## src/rtl/reset_seq.sv

```systemverilog
// rtl/reset_seq.sv - staggered multi-domain reset sequencer with cold/warm sources and sticky cause register
// Optional watchdog warm-reset source: define RESET_SEQ_WDOG_EN.
`timescale 1ns/1ps
module reset_seq #(
    parameter int NUM_DOMAINS     = 2,
    parameter int CTR_W           = 8,
    parameter int BASE_DLY        = 245,
    parameter int STAGGER_DLY     = 10,
    parameter int DEBOUNCE_CYCLES = 16,
    parameter int WDOG_CYCLES     = 65535
) (
    input  logic                   CLK,
    input  logic                   RESET,
    input  logic                   BTN_RESET,
    input  logic                   PLL_LOCKED,
    input  logic                   SYSRESETREQ,
    input  logic                   WDOG_KICK,
    input  logic                   CAUSE_CLR,
    output logic [NUM_DOMAINS-1:0] RESETn,
    output logic                   RST_ACTIVE,
    output logic [4:0]             RST_CAUSE
);

    localparam int LAST_I = BASE_DLY + (NUM_DOMAINS - 1) * STAGGER_DLY;
    localparam int DB_W   = $clog2(DEBOUNCE_CYCLES + 1);

    localparam logic [1:0] ST_HOLD  = 2'd0;
    localparam logic [1:0] ST_COUNT = 2'd1;
    localparam logic [1:0] ST_RUN   = 2'd2;
    localparam logic [1:0] ST_WARM  = 2'd3;

    localparam logic [CTR_W-1:0]       CNT_T0       = CTR_W'(BASE_DLY);
    localparam logic [CTR_W-1:0]       CNT_LAST     = CTR_W'(LAST_I);
    localparam logic [DB_W-1:0]        DB_LAST      = DB_W'(DEBOUNCE_CYCLES - 1);
    localparam logic [NUM_DOMAINS-1:0] WARM_PATTERN = NUM_DOMAINS'(1);

    if (NUM_DOMAINS < 2) begin : g_bad_domains
        $error("reset_seq: NUM_DOMAINS must be at least 2");
    end
    if (LAST_I >= (2 ** CTR_W)) begin : g_bad_ctr_w
        $error("reset_seq: last release time does not fit in CTR_W bits");
    end
    if (DEBOUNCE_CYCLES < 1 || WDOG_CYCLES < 2) begin : g_bad_timing
        $error("reset_seq: DEBOUNCE_CYCLES must be >= 1 and WDOG_CYCLES >= 2");
    end

    logic [1:0]             state, state_nxt;
    logic [CTR_W-1:0]       cnt, cnt_nxt;
    logic                   warm_seq, warm_nxt;
    logic                   btn_s1, btn_s2, pll_s1, pll_s2;
    logic                   btn_db;
    logic [DB_W-1:0]        db_cnt;
    logic [NUM_DOMAINS-1:0] rstn_nxt;
    logic [4:0]             cause_set;
    logic                   cold;
    logic                   wd_fire;

    // RESET itself is handled by the synchronous reset branch below.
    assign cold = btn_db | ~pll_s2;

`ifdef RESET_SEQ_WDOG_EN
    localparam int WD_W = $clog2(WDOG_CYCLES);
    localparam logic [WD_W-1:0] WD_LAST = WD_W'(WDOG_CYCLES - 1);

    logic [WD_W-1:0] wd_cnt;

    assign wd_fire = (state == ST_RUN) && !WDOG_KICK && (wd_cnt == WD_LAST);

    always_ff @(posedge CLK) begin
        if (RESET || (state != ST_RUN) || WDOG_KICK) begin
            wd_cnt <= '0;
        end else begin
            wd_cnt <= wd_cnt + 1'b1;
        end
    end
`else
    logic unused_wdog_kick;
    assign unused_wdog_kick = WDOG_KICK;
    assign wd_fire          = 1'b0;
`endif

    always_comb begin
        state_nxt = state;
        cnt_nxt   = cnt;
        warm_nxt  = warm_seq;
        rstn_nxt  = RESETn;
        cause_set = 5'b0;
        case (state)
            ST_HOLD: begin
                rstn_nxt  = '0;
                cnt_nxt   = '0;
                warm_nxt  = 1'b0;
                state_nxt = ST_COUNT;
            end
            ST_COUNT: begin
                for (int i = 0; i < NUM_DOMAINS; i++) begin
                    rstn_nxt[i] = (cnt >= CTR_W'(BASE_DLY + i * STAGGER_DLY));
                end
                if (cnt == CNT_LAST) begin
                    state_nxt = ST_RUN;
                end else begin
                    cnt_nxt = cnt + 1'b1;
                end
                // Only a warm-started sequence may be pushed back into WARM.
                if (warm_seq && SYSRESETREQ) begin
                    state_nxt    = ST_WARM;
                    rstn_nxt     = WARM_PATTERN;
                    cause_set[3] = 1'b1;
                end
            end
            ST_RUN: begin
                rstn_nxt = '1;
                if (SYSRESETREQ || wd_fire) begin
                    state_nxt    = ST_WARM;
                    rstn_nxt     = WARM_PATTERN;
                    cause_set[3] = SYSRESETREQ;
                    cause_set[4] = wd_fire;
                end
            end
            default: begin
                rstn_nxt = WARM_PATTERN;
                if (!SYSRESETREQ) begin
                    state_nxt = ST_COUNT;
                    cnt_nxt   = CNT_T0;
                    warm_nxt  = 1'b1;
                end
            end
        endcase
        if (cold) begin
            if (state != ST_HOLD) begin
                cause_set = {2'b00, btn_db, ~pll_s2, 1'b0};
            end
            state_nxt = ST_HOLD;
            cnt_nxt   = '0;
            warm_nxt  = 1'b0;
            rstn_nxt  = '0;
        end
    end

    always_ff @(posedge CLK) begin
        if (RESET) begin
            state      <= ST_HOLD;
            cnt        <= '0;
            warm_seq   <= 1'b0;
            btn_s1     <= 1'b0;
            btn_s2     <= 1'b0;
            // Lock synchroniser clears to "locked" so a stable PLL adds no start-up latency.
            pll_s1     <= 1'b1;
            pll_s2     <= 1'b1;
            btn_db     <= 1'b0;
            db_cnt     <= '0;
            RESETn     <= '0;
            RST_ACTIVE <= 1'b1;
            RST_CAUSE  <= 5'b00001;
        end else begin
            state      <= state_nxt;
            cnt        <= cnt_nxt;
            warm_seq   <= warm_nxt;
            btn_s1     <= BTN_RESET;
            btn_s2     <= btn_s1;
            pll_s1     <= PLL_LOCKED;
            pll_s2     <= pll_s1;
            RESETn     <= rstn_nxt;
            RST_ACTIVE <= ~&rstn_nxt;
            RST_CAUSE  <= (CAUSE_CLR ? 5'b0 : RST_CAUSE) | cause_set;
            if (btn_s2 != btn_db) begin
                if (db_cnt == DB_LAST) begin
                    btn_db <= btn_s2;
                    db_cnt <= '0;
                end else begin
                    db_cnt <= db_cnt + 1'b1;
                end
            end else begin
                db_cnt <= '0;
            end
        end
    end

endmodule

```

## config.mk

```make
export PLATFORM = sky130hd
export DESIGN_NAME = reset_seq
export DESIGN_NICKNAME = d
export VERILOG_FILES = /design/src/rtl/reset_seq.sv
export SDC_FILE = /design/constraint.sdc
export NUM_CORES = 1
export LEC_CHECK = 0
export CAP_MARGIN = 10
export CORE_MARGIN = 1.5
export CORE_UTILIZATION = 40
export CTS_CLUSTER_SIZE = 28
export DETAILED_ROUTE_END_ITERATION = 8
export GPL_ROUTABILITY_DRIVEN = 0
export PLACE_DENSITY = 0.66
export SYNTH_ARGS = -nofsm -noshare
export SYNTH_HDL_FRONTEND = slang
export SYNTH_SLANG_ARGS = --single-unit
```

## constraint.sdc

```tcl
create_clock -name CLK -period 3.1 [get_ports CLK]
set_clock_uncertainty 0.15 [all_clocks]
set_input_delay 0.775 -clock CLK [delete_from_list [all_inputs] [get_ports CLK]]
set_output_delay 0.775 -clock CLK [all_outputs]
set_load 0.02 [all_outputs]
```

# Yosys cells after proc, flatten, opt, wreduce, memory -nomap -nowiden
# Cells that the tools add are included.
[word_totals]
register_bits = 29
in_bits = 7
elab_cells = 66
[op_classes]
bitwise_logic = 6
mux = 21
n_addsub = 2
eq_ne = 11
n_lt_le_gt_ge = 2
n_reduce_logical = 12
[ops]
columns = ["op", "count"]
rows = [
  ["$pmux W8 S3", 1],
  ["$ge A8 B8 Y1 const B", 2],
  ["$mux W8", 2],
  ["$mux W5", 3],
  ["$mux W2", 7],
  ["$pmux W2 S3", 2],
  ["$add A8 B1 Y8 const B", 1],
  ["$eq A8 B8 Y1 const B", 1],
  ["$reduce_and A2 Y1", 3],
  ["$reduce_and A3 Y1", 2],
  ["$add A5 B1 Y5 const B", 1],
  ["$eq A5 B4 Y1 const B", 1],
  ["$or A5 B5 Y5", 1],
  ["$mux W1", 4],
  ["$ne A2 B2 Y1 const B", 2],
  ["$ne A4 B1 Y1 const B", 1],
  ["$not A1 Y1", 4],
  ["$pmux W1 S2", 2],
  ["$reduce_or A2 Y1", 2],
  ["$ne A3 B1 Y1 const B", 1],
  ["$ne A3 B3 Y1 const B", 1],
  ["$reduce_or A3 Y1", 1],
  ["$eq A2 B1 Y1 const B", 1],
  ["$eq A2 B2 Y1 const B", 1],
  ["7 further kinds", 7],
]

# Longest topological paths before layout
# Gate-level depths: netlist of the first run.
[logic_depth]
depth_word = 6
ltp_mapped = 8
ltp_nobuf = 6

# Least setup slack after synthesis of the first run
# OpenSTA, ideal clock, no wires.
[synth_path]
path_kind = "in2reg"
startpoint = "input SYSRESETREQ"
endpoint = "register state[0]"
arrival_time_ns = 1.829
required_ns = 2.835
n_path_buf = 1
path_stages = 5
setup_slack_ns = 1.006
setup_time_ns = 0.115
path_cell_list = "buf_2 nor3b_1 o21a_1 or4_1 and3_1"
[synth_between]
elab_chain_cells = 3
word_cells_on_any_way = 7
[synth_rtl]
columns = ["element", "line_no", "text"]
rows = [
  ["start: declaration", "16", "input logic SYSRESETREQ,"],
  ["$logic_and A1 B1 Y1", "105", "if (warm_seq && SYSRESETREQ) begin"],
  ["$ne A3 B3 Y1 (no source line) / $mux W2 (equally long branches)", "--", ""],
  ["$reduce_and A3 Y1 (no source line) / $pmux W2 S3 (equally long branches)", "--", ""],
  ["end signal: assignment", "156", "state <= state_nxt;"],
  ["end: declaration", "47", "logic [1:0] state, state_nxt;"],
]
# Several ways; a longest one is shown, not always the timed one.
# A chain may end at the register's enable or synchronous reset.

# Worst setup path after layout of the first run
[layout_path]
startpoint = "input SYSRESETREQ"
endpoint = "register cnt[6]"
[layout_between]
elab_chain_cells = 2
[layout_rtl]
columns = ["element", "line_no", "text"]
rows = [
  ["$ne A3 B1 Y1 (no source line)", "--", ""],
  ["$reduce_and A3 Y1 (no source line)", "--", ""],
  ["end signal: assignment", "157", "cnt <= cnt_nxt;"],
  ["end: declaration", "48", "logic [CTR_W-1:0] cnt, cnt_nxt;"],
]
# No other way between the ends.

==> metrics, run 1 <==
R2R setup slack=between 0.8 and 0.9 ns; TritonCTS buffer count=3; number of global-route vias before repair=approximately 1000; Reg clk slew, reported paths=~0.15 ns; worst skew pair latency=0.34 ns; pwr/cell area=between 700 and 800 nW/um^2; routed vias/inst=5.31; Initial DRT Pass Iterations=4; CP required=3.20 ns; IO Port Bufs=12; setup ws final=~0.7 ns; DRT iter0 DRCs=42; Die ar.=about 3800 um^2; Leak=~0.61 nW; RSZ-0062 raised after global routing=no; Fillers=between 300 and 400; Final HPWL DP=roughly 1900 um; largest net degree at the start of global routing=18; critical path class=input pin to flip-flop; post-route non-filler standard cell count=~210; RR Startpoint=state[1]; endpoint class of the critical path=flip-flop; FP Rows=21; setup TNS=0 ns; Worst Hold Path EP=pll_s2; FF-to-FF path depth=6; Ys Warns=0; Max Cap Viol=0; Yosys cell types=44; Routed WL=about 2600 um; slowest CP cell=clkdlybuf4s50_1; area of the multi-input gates=~730 um^2; CTS H-tree lvls=1; cell count after placement=roughly 210; min-delay src=pll_s1; WP data arrival=2.50 ns; Final min period=between 2 and 2.5 ns; total grt overflow=0; IO Pins=15; drt drc=0; EDFF count, synth=0; Max Buffers Root-to-Sink=2; Initial Util=about two fifths; die width=a little over 60 um; number of inserted diodes=0; peak supply drop=between 0.0003 and 0.0004 V; Root Driver=clkbuf_4; mapped cell area=1380 um^2; setup repair bufs after CTS=0; GRT Total Usage=15.3%; final setup vio count=0; Area Overhead vs Synth=14.3%; Core Footprint=roughly 3300 um^2; CTS Sinks=28; syn_nets=172; Slew headroom=63.1%; TritonCTS clock tree=yes; Fmax achieved=418 MHz; Slew @ Worst Pin=approximately 0.55 ns; Final #Nets=184; Synth Instances=between 150 and 200; register area=roughly 560 um^2; Tcrit/Tclk final=~77%; first-pass GRT wire length=approximately 4300 um; HP Class=flip-flop to flip-flop; Yosys reg bits=28; reg2reg end=cnt[6]; share of cells above drive strength 1=~9.0%; cts-stage hold buffer count=0; initial antenna violation count=0; Avg WL per Cell=approximately 12 um; via count=approximately 1100; Hold Path Stages=1; Async SR Flop Fraction=0%; Hold Vio Cnt, Final=0; status=complete, no violations; Seq/Total Area, Yosys=about 41%; CP max FO=8; worst slack at placement=between 0.3 and 0.4 ns; cells along the critical path=clkdlybuf4s50_1 > nor3b_1 > a311oi_2 > a21oi_1 > a311oi_1; crit start category=input pin; fin. max-slew vios=0; Avg Cell Area, Syn=around 8.8 um^2; ys flop type=dfxtp_1; Die H=a little over 60 um; post-route ant nets=0; cts repair resizes=0; Critical Path Max Stage Delay=~0.56 ns
synthesized netlist by cell type, types with 2 or more instances:
| master | n | area share, % |
|---|---|---|
| nand2_1 | 10 | 2.7 |
| o21ai_1 | 2 | 0.73 |
| buf_6 | 2 | 1.6 |
| nor2_1 | 15 | 4.1 |
| nand2b_1 | 4 | 1.8 |
| nor3b_1 | 3 | 1.6 |
| nor2b_1 | 3 | 1.4 |
| nand3_1 | 5 | 1.8 |
| clkbuf_1 | 2 | 0.54 |
| a211oi_1 | 4 | 2.2 |
| o21a_1 | 2 | 1.1 |
| dfxtp_1 | 28 | 41 |
| inv_1 | 11 | 3.0 |
| a21o_2 | 2 | 1.3 |
| nor3_1 | 2 | 0.73 |
| mux2i_1 | 2 | 1.5 |
| a31oi_1 | 3 | 1.4 |
| and3_1 | 5 | 2.3 |
| ha_1 | 9 | 8.2 |
| buf_2 | 2 | 0.73 |
| xnor2_1 | 2 | 1.3 |
| or2_2 | 3 | 1.4 |
| a21oi_1 | 10 | 3.6 |
| o21ai_0 | 3 | 1.1 |
| a311oi_1 | 3 | 1.9 |
sequential cells by signal, indices dropped and copies added, names as in the netlist:
signal	cells
pll_s2	1
pll_s1	1
cnt	8
RESETn	2
RST_CAUSE	4
btn_db	1
btn_s2	1
btn_s1	1
db_cnt	5
warm_seq	1
RST_ACTIVE	1
state	2
layout by cell type, fill, tap and decap left out, types with 2 or more instances in the layout:
cell type,n
clkbuf_4,3
nor2_1,15
a31oi_1,3
a211oi_1,4
inv_1,11
o21ai_1,2
dfxtp_1,28
or2_2,3
nor2b_1,3
a311oi_1,3
nand3_1,5
o21a_1,2
buf_4,2
nand2_1,10
xnor2_1,2
clkdlybuf4s50_1,12
and3_1,5
o21ai_0,3
a21oi_1,10
nor3b_1,3
a21o_2,2
ha_1,9
nor3_1,2
nand2b_1,4
mux2i_1,2
final cells by class:
cell class / instances / share of cell area, %
tap: 46 / 3.65
clock inverter: 1 / 1.90
timing repair buffer: 14 / 8.56
clock buffer: 3 / 1.43
inverter: 11 / 2.62
sequential: 28 / 35.5
multi-input combinational: 110 / 46.3
critical path, delay by kind of cell:
kind / cells / cell delay (ns)
buffers and inverters: 1 / 0.56
and+or+nand+nor: 1 / 0.25
AOI/OAI and AO/OA: 3 / 0.90
metrics by stage:
stage,instance area (um^2),util [%],total power [mW],hold slack [ns]
final,1580,47.7,1.21,0.280
after CTS,1580,47.7,1.21,0.284
after detailed placement,1530,46.1,0.965,0.255
after global routing,1580,47.7,1.30,0.296
after global placement,1530,46.1,0.944,0.245
after floorplan,1380,-,0.847,0.239
worst max-delay path by stage:
stage / start / endpoint / slack (ns)
after detailed placement: SYSRESETREQ / cnt[6] / 0.38
after CTS: SYSRESETREQ / cnt[6] / 0.74
final: SYSRESETREQ / cnt[6] / 0.71
after global placement: SYSRESETREQ / cnt[6] / 0.44
after global routing: SYSRESETREQ / cnt[6] / 0.61
after floorplan: SYSRESETREQ / state[0] / 1.01
logic make-up after synthesis:
| logic type | count (synthesis) | share of synthesized area, % |
|---|---|---|
| AOI/OAI and AO/OA | 40 | 20.6 |
| other | 1 | 0.272 |
| DFF | 28 | 40.6 |
| and+or+nand+nor | 55 | 20.6 |
| muxes | 2 | 1.45 |
| xor gates and xnor gates | 3 | 1.90 |
| adders and majority gates | 9 | 8.16 |
| buffers and inverters | 18 | 6.44 |
per-layer routing:
metal	vias to the layer above	wire length, um	global-route usage (%)
met1	528	1290	20.3
met3	6	99	2.48
met2	30	1210	23.8
met4	0	48	8.21
li1	567	-	-
met5	-	0	0
where the power goes:
part           switching, mW  leakage (nW)  internal [mW]
combinational          0.290         0.351          0.203
sequential            0.0557         0.228          0.418
clock                  0.112        0.0279          0.131
(Power assumes the default switching activity.)
==> run 2: changes to the inputs <==
- clock period: 3.1 -> 2.4 ns (I/O delays scaled with it)
==> run 2 against run 1 <==
Sequential share of layout area is 0.34 points lower. Via count is 1.2% higher. Largest cell class unchanged. Register-to-register slack worse by 0.56 ns. Flip-flop and latch count stayed put. Routed wire length is 0.11% higher. Non-clock buffer count is 2 higher.
==> metrics, run 2 (synthesized netlist as in run 1, its figures left out) <==
status=complete, no violations; largest registers=cnt: 8 flops, db_cnt: 5 flops, RST_CAUSE: 4 flops; TritonCTS clock tree=yes; Tcrit/Tclk final=about nine tenths; HP Class=flip-flop to flip-flop; Initial Util=41.7% (unchanged); Core Footprint=3310 um^2 (unchanged); Avg WL per Cell=12.3 um (-0.82%); Die H=61.7 um (unchanged); initial antenna violation count=0 (unchanged); Reg with most FFs=cnt; TritonCTS buffer count=3 (unchanged); Area Overhead vs Synth=15.4%; WP data arrival=2.24 ns (-0.26 ns); CP max FO=10 (+2); Fillers=337 (+5.6%); Psw=0.589 mW (+29%); critical path class=flip-flop to flip-flop; crit start category=flip-flop; cts repair resizes=0 (unchanged); first-pass GRT wire length=4220 um (-1.8%); sequential share of power=39.1% (about the same); max reg flops=8 (unchanged); cell area after layout=1590 um^2 (+0.95%); Fmax achieved=between 400 and 500 MHz; share of cells above drive strength 1=10.1% (+1.1 points); Root Driver=clkbuf_4; routed vias/inst=5.33 (+0.30%); total grt overflow=0 (unchanged); worst skew pair latency=0.33 ns (about the same); FP Rows=21 (unchanged); post-route ant nets=0 (unchanged); Final #Nets=186 (+1.1%); Net Sw Frac=37.5% (-0.34 points); GRT Total Usage=14.6% (-0.66 points); CTS H-tree lvls=1 (unchanged); pwr/cell area=986 nW/um^2 (+29%); clock network fraction of design power=19.8% (-0.3 points); Final HPWL DP=1940 um (+1.5%); Combinational Power Share=41.1% (+0.3 points); IO Port Bufs=12 (unchanged); Die ar.=3810 um^2 (unchanged); dpl cell area=1540 um^2 (+0.98%); number of global-route vias before repair=999 (+1.9%); Hold Vio Cnt, Final=0 (unchanged); peak supply drop=0.000474 V (+35%); Max Cap Viol=0 (unchanged); IO Pins=15 (unchanged); setup TNS=0 ns (unchanged); cts-stage hold buffer count=0 (unchanged); Initial DRT Pass Iterations=4 (unchanged); commonest non-fill, non-tap cells in the layout=28 x dfxtp_1, 15 x nor2_1, 12 x clkdlybuf4s50_1; final setup vio count=0 (unchanged); drt drc=0 (unchanged); Leak=0.617 nW (+1.6%); fin. max-slew vios=0 (unchanged); P_int=0.981 mW (+30%); endpoint class of the critical path=flip-flop; Final min period=roughly 2.1 ns; DRT iter0 DRCs=31 (-26%); Routed WL=2650 um (+0.11%); number of inserted diodes=0 (unchanged); largest net degree at the start of global routing=17 (-1); setup repair bufs after CTS=0 (unchanged); via count=1145 (+1.2%); Max Buffers Root-to-Sink=2 (unchanged); Reg clk slew, reported paths=0.15 ns (about the same); CP required=2.50 ns (-0.70 ns); CTS Sinks=28 (unchanged); RSZ-0062 raised after global routing=no; commonest non-fill, non-tap cell in the layout=dfxtp_1; die width=61.7 um (unchanged)
[run 2: cell count changes in the layout (fill, tap and decap cells not counted), sizes merged]
cell,delta
buf,+2
[run 2: cell type report]
class,count,area (um^2),area share (%)
clock buffer,3,22.5,1.41
tap,46,57.6,3.61
sequential,28,561,35.2
clock inverter,1,30.0,1.89
multi-input combinational,110,731,45.9
inverter,11,41.3,2.59
timing repair buffer,16,150,9.43
[run 2: path summary, 6_finish.rpt]
check,startpoint,to,slack [ns],cells past startpoint
min,pll_s1,pll_s2,0.29,1
min reg2reg,pll_s1,pll_s2,0.29,1
max,cnt[0],state[0],0.25,5
max reg2reg,cnt[0],state[0],0.25,5
[run 2: metrics by stage]
stage	power [mW]	worst slack [ns]	hold WS [ns]	utilization, %	instances
6_report	1.57	0.251	0.293	48.1	215
5_1_grt	1.68	0.0821	0.322	48.1	215
4_1_cts	1.57	0.259	0.297	48.1	215
3_5_place_dp	1.26	-0.00319	0.261	46.5	211
3_3_place_gp	1.23	0.0383	0.245	46.5	211
2_1_floorplan	1.09	0.481	0.239	-	156
[run 2: worst max-delay path: stages (launching register included)]
cell      delay (ns)
dfxtp_1         0.45
ha_1            0.24
and3_1          0.42
a221oi_2        0.14
or4_1           0.49
and3_1          0.19
[run 2: layer usage]
layer | up-vias | track usage, % | part of all wire (%)
met1 | 544 | 18.5 | 44
met3 | 4 | 2.48 | 4.5
met2 | 27 | 25.0 | 50
met5 | - | 0 | 0
li1 | 570 | - | -
met4 | 0 | 5.17 | 0.94
[run 2: power groups by stage]
stage,Sequential [mW],Combinational (mW),Clock [mW]
CTS,0.613,0.639,0.319
detailed placement,0.624,0.632,0
global route,0.626,0.721,0.332
finish,0.614,0.645,0.311
global placement,0.616,0.617,0
floorplan,0.619,0.475,0
